[src/rtl/fft_peak_detect.sv]
// Peak-bin finder for the 16-bin FFT output bus: snapshots a frame, scans one bin per clock
// computing re^2+im^2, and reports the strongest bin index and its power with a done pulse.
module fft_peak_detect #(
    parameter bit SKIP_DC = 1'b0
) (
    input  logic        clk,
    input  logic        rst,
    input  logic        fft_valid,
    input  logic [31:0] fft_d0,
    input  logic [31:0] fft_d1,
    input  logic [31:0] fft_d2,
    input  logic [31:0] fft_d3,
    input  logic [31:0] fft_d4,
    input  logic [31:0] fft_d5,
    input  logic [31:0] fft_d6,
    input  logic [31:0] fft_d7,
    input  logic [31:0] fft_d8,
    input  logic [31:0] fft_d9,
    input  logic [31:0] fft_d10,
    input  logic [31:0] fft_d11,
    input  logic [31:0] fft_d12,
    input  logic [31:0] fft_d13,
    input  logic [31:0] fft_d14,
    input  logic [31:0] fft_d15,
    output logic        done,
    output logic [3:0]  freq,
    output logic [31:0] max_pow,
    output logic        overrun
);

    typedef enum logic {StIdle, StScan} state_t;

    state_t             state_q, state_d;
    logic [15:0][31:0]  din;
    logic [15:0][31:0]  w_q, w_d;
    logic [15:0][31:0]  p_q, p_d;
    logic               pend_q, pend_d;
    logic [3:0]         idx_q, idx_d;
    logic [31:0]        best_pow_q, best_pow_d;
    logic [3:0]         best_idx_q, best_idx_d;
    logic               done_q, done_d;
    logic [3:0]         freq_q, freq_d;
    logic [31:0]        max_pow_q, max_pow_d;
    logic               overrun_q, overrun_d;

    logic [31:0]        sel;
    logic signed [15:0] re, im;
    logic signed [31:0] re_sq, im_sq;
    logic [31:0]        pow;
    logic               take;
    logic [31:0]        cand_pow;
    logic [3:0]         cand_idx;
    logic               start;

    assign din = {fft_d15, fft_d14, fft_d13, fft_d12, fft_d11, fft_d10, fft_d9, fft_d8,
                  fft_d7, fft_d6, fft_d5, fft_d4, fft_d3, fft_d2, fft_d1, fft_d0};

    // Each square is at most 2^30, so the unsigned sum of two never exceeds 2^31.
    always_comb begin
        sel      = w_q[idx_q];
        re       = $signed(sel[31:16]);
        im       = $signed(sel[15:0]);
        re_sq    = re * re;
        im_sq    = im * im;
        pow      = $unsigned(re_sq) + $unsigned(im_sq);
        take     = (pow > best_pow_q) && !(SKIP_DC && (idx_q == 4'd0));
        cand_pow = take ? pow : best_pow_q;
        cand_idx = take ? idx_q : best_idx_q;
    end

    always_comb begin
        state_d    = state_q;
        w_d        = w_q;
        p_d        = p_q;
        pend_d     = pend_q;
        idx_d      = idx_q;
        best_pow_d = best_pow_q;
        best_idx_d = best_idx_q;
        done_d     = 1'b0;
        freq_d     = freq_q;
        max_pow_d  = max_pow_q;
        overrun_d  = overrun_q;
        start      = 1'b0;

        unique case (state_q)
            StIdle: begin
                if (fft_valid) begin
                    w_d     = din;
                    start   = 1'b1;
                    state_d = StScan;
                end
            end
            StScan: begin
                best_pow_d = cand_pow;
                best_idx_d = cand_idx;
                idx_d      = idx_q + 4'd1;
                if (idx_q == 4'd15) begin
                    freq_d    = cand_idx;
                    max_pow_d = cand_pow;
                    done_d    = 1'b1;
                    // A fresh frame on the finish edge beats the pending one.
                    if (fft_valid) begin
                        w_d    = din;
                        start  = 1'b1;
                        pend_d = 1'b0;
                        if (pend_q) begin
                            overrun_d = 1'b1;
                        end
                    end else if (pend_q) begin
                        w_d    = p_q;
                        start  = 1'b1;
                        pend_d = 1'b0;
                    end else begin
                        state_d = StIdle;
                    end
                end else if (fft_valid) begin
                    p_d    = din;
                    pend_d = 1'b1;
                    if (pend_q) begin
                        overrun_d = 1'b1;
                    end
                end
            end
            default: state_d = StIdle;
        endcase

        if (start) begin
            idx_d      = 4'd0;
            best_pow_d = 32'd0;
            best_idx_d = SKIP_DC ? 4'd1 : 4'd0;
        end
    end

    always_ff @(posedge clk or posedge rst) begin
        if (rst) begin
            state_q    <= StIdle;
            w_q        <= '0;
            p_q        <= '0;
            pend_q     <= 1'b0;
            idx_q      <= 4'd0;
            best_pow_q <= 32'd0;
            best_idx_q <= 4'd0;
            done_q     <= 1'b0;
            freq_q     <= 4'd0;
            max_pow_q  <= 32'd0;
            overrun_q  <= 1'b0;
        end else begin
            state_q    <= state_d;
            w_q        <= w_d;
            p_q        <= p_d;
            pend_q     <= pend_d;
            idx_q      <= idx_d;
            best_pow_q <= best_pow_d;
            best_idx_q <= best_idx_d;
            done_q     <= done_d;
            freq_q     <= freq_d;
            max_pow_q  <= max_pow_d;
            overrun_q  <= overrun_d;
        end
    end

    assign done    = done_q;
    assign freq    = freq_q;
    assign max_pow = max_pow_q;
    assign overrun = overrun_q;

endmodule

[config.mk]
export PLATFORM = sky130hd
export DESIGN_NAME = fft_peak_detect
export DESIGN_NICKNAME = d
export VERILOG_FILES = /design/src/rtl/fft_peak_detect.sv
export SDC_FILE = /design/constraint.sdc
export NUM_CORES = 2
export LEC_CHECK = 0
export ABC_AREA = 1
export BUFFER_PORTS_ARGS = -buffer_cell sky130_fd_sc_hd__buf_2
export CAP_MARGIN = 10
export CORE_MARGIN = 2
export CORE_UTILIZATION = 47
export DETAILED_ROUTE_END_ITERATION = 10
export HOLD_SLACK_MARGIN = 0.12
export PLACE_DENSITY = 0.72
export SLEW_MARGIN = 15
export SYNTH_ARGS = -nofsm -noshare
export SYNTH_HDL_FRONTEND = slang
export SYNTH_SLANG_ARGS = --single-unit
export TNS_END_PERCENT = 100
[constraint.sdc]
create_clock -name clk -period 33.6 [get_ports clk]
set_input_delay 5.04 -clock clk [delete_from_list [all_inputs] [get_ports clk]]
set_output_delay 5.04 -clock clk [all_outputs]
set_load 0.01 [all_outputs]
==> flow_metrics.env <==
export IMPL_status="finished, final reports clean"
export IMPL_synth_top_area_share_pct=39.5
export IMPL_dieWidth_um=390
export IMPL_postCtsHoldBufs=0
export IMPL_drt_iter0_markers=5864
export IMPL_crit_fanout=71
export IMPL_num_vias=57800
export IMPL_synth_area_per_cell_um2=8.46
export IMPL_rsz0062_at_grt="false"
export IMPL_slowest_stage="nand2_1"
export IMPL_post_route_min_period_ns=13.77
export IMPL_numClockSinks=1104
export IMPL_syn_nets=9493
export IMPL_crit_arrival_ns=14.41
export IMPL_fin_nets=9716
export IMPL_cts_max_path_buffers=3
export IMPL_seq_area_um2=27600
export IMPL_maxCapViolations=0
export IMPL_start_util_pct=47.4
export IMPL_rows=141
export IMPL_yosys_top_cells_count="1612 x nand2_1, 1488 x inv_1, 1244 x o21ai_0"
export IMPL_worst_pin_slew_ns=1.18
export IMPL_fin_ws_ns=19.83
export IMPL_grt_overflow=0
export IMPL_wl_per_cell_um=20.6
export IMPL_crit_path_max_incr_delay_ns=0.84
export IMPL_yosysWarnings=0
export IMPL_whs_ns=0.475
export IMPL_yosys_top_cells_area="dfrtp_1 39%, fa_1 15%, o21ai_0 8.9%"
export IMPL_synth_fa_ha_area_share_pct=18.1
export IMPL_slew_headroom_pct=21.4
export IMPL_cts_resized=0
export IMPL_place_congestion=0.946
export IMPL_start_kind="flip-flop"
export IMPL_skew_ns=0.0487
export IMPL_nFillCells=13500
export IMPL_synth_top_family_by_area="adder cells"
export IMPL_fin_crit_sh_pct=41.0
export IMPL_cp_required_ns=34.24
export IMPL_hold_viol=0
export IMPL_yosysMostFrequentCell="nand2_1"
export IMPL_synth_mux_area_share_pct=1.83
export IMPL_setup_viol=0
export IMPL_drv_slew=0
export IMPL_async_flop_share_pct=100
export IMPL_pre_cts_slack_ns=19.98
export IMPL_place_area_um2=73400
export IMPL_synth_xor_area_share_pct=0.463
export IMPL_synth_area_um2=70000
export IMPL_multi_input_area_um2=34300
export IMPL_finalSetupTns_ns=0
export IMPL_synth_ff_type="dfrtp_1"
export IMPL_viasPerCell=5.49
export IMPL_syn_to_final_growth_pct=10.8
export IMPL_cp_end_kind="flip-flop"
export IMPL_synth_compound_area_share_pct=15.4
export IMPL_io_pins=553
export IMPL_grt_total_usage_pct=28.6
export IMPL_drtAntennaViolNets=0
export IMPL_grt_start_max_net_pins=235
export IMPL_postCtsSetupBuffers=0
export IMPL_remaining_drc_errors=0
export IMPL_ys_types=45
export IMPL_cts_buffers=114
export IMPL_coreArea_um2=148000
export IMPL_critPathKind="reg -> reg"
export IMPL_cp_common_cell="fa_1"
export IMPL_routed_wl_um=217000
export IMPL_antenna_found_initial=12
export IMPL_synth_top_area_cell="dfrtp_1"
export IMPL_postLayoutCellArea_um2=77500
export IMPL_clk_latency_ns=0.77
export IMPL_synthCells=8275
export IMPL_grt_pass1_wl_um=335000
export IMPL_dieArea_um2=152000
export IMPL_cts_tree="built"
export IMPL_port_buffers=552
export IMPL_grt_pass1_vias=56700
export IMPL_clock_root_buffer="clkbuf_16"
export IMPL_hold_class="reg -> reg"
export IMPL_yosys_area_share_simple_pct=13.2
export IMPL_clk_pin_slew_worst_paths_ns=0.06
export IMPL_max_freq_mhz=72.6
export IMPL_h_tree_depth=3
export IMPL_synth_seq_area_share_pct=39.5
export IMPL_ys_ff_latch=1104
export IMPL_post_dp_hpwl_um=158000
export IMPL_layout_drive_gt1_share_pct=11.5
export IMPL_synth_edff_count=0
export IMPL_first_pass_iters=7
export IMPL_die_h_um=390
state kept, by name, summed over array words and instances (netlist names):
register	count
p_q	512
w_q	512
best_pow_q	32
max_pow	32
best_idx_q	4
freq	4
idx_q	4
done	1
overrun	1
pend_q	1
state_q	1
worst paths after layout:
check,start,to,slack (ns),depth (start not counted)
worst max-delay path,idx_q[0],best_pow_q[20],19.83,39
worst max register to register,idx_q[0],best_pow_q[20],19.83,39
max in group asynchronous,rst,p_q[294],23.53,9
min in group asynchronous,rst,p_q[81],4.54,3
worst min register to register,max_pow[9],max_pow[9],0.48,2
worst min-delay path,max_pow[9],max_pow[9],0.48,2
metrics by stage:
stage	utilization, %	std cells
floorplan	-	8275
global placement	49.6	10300
detailed placement	49.6	10300
CTS	52.4	10500
global route	52.4	10500
finish	52.4	10500
cell families after synthesis:
family | count (synthesis)
adders and majority gates | 703
and+or+nand+nor | 2314
xor gates and xnor gates | 37
AOI/OAI and AO/OA | 1986
muxes | 114
DFF | 1104
buffers and inverters | 2017
routing by layer:
| layer | share of wire, % | global-route usage, % |
|---|---|---|
| met1 | 41 | 39.2 |
| met2 | 45 | 44.2 |
| met3 | 8.8 | 5.36 |
| met4 | 4.8 | 12.6 |
| met5 | 0.0097 | 0 |
critical path: cells and delay by family, from the launching register on:
kind | cells | cell delay (ns)
AND/OR/NAND/NOR | 12 | 3.77
adder cells (fa/ha/maj) | 10 | 4.81
flip-flops | 1 | 0.74
buffers and inverters | 9 | 2.25
AO/OA/AOI/OAI | 8 | 1.86
cell usage in the layout, fill, tap and decap left out, drive strengths merged, types with 11 or more instances in the layout:
cell    count
nand2    1634
inv      1515
o21ai    1313
dfrtp    1104
buf       608
fa        519
nor2      334
a21oi     316
nand3     311
ha        184
o211ai    176
clkbuf    168
a31oi     114
mux2      113
o221ai     32
xor2       31
clkinv     31
bufinv     15
o22ai      11
layout make-up:
cell class | instances | share of cell area, %
antenna | 9 | 0.0290
inverter | 1516 | 7.36
clock buffer | 168 | 4.32
tap | 1930 | 3.11
multi-input combinational | 5154 | 44.3
sequential | 1104 | 35.6
timing repair buffer | 608 | 4.29
clock inverter | 47 | 0.981
Power is not shown: default switching activity piles up to over one toggle a cycle in this logic, so the estimate is an artifact.
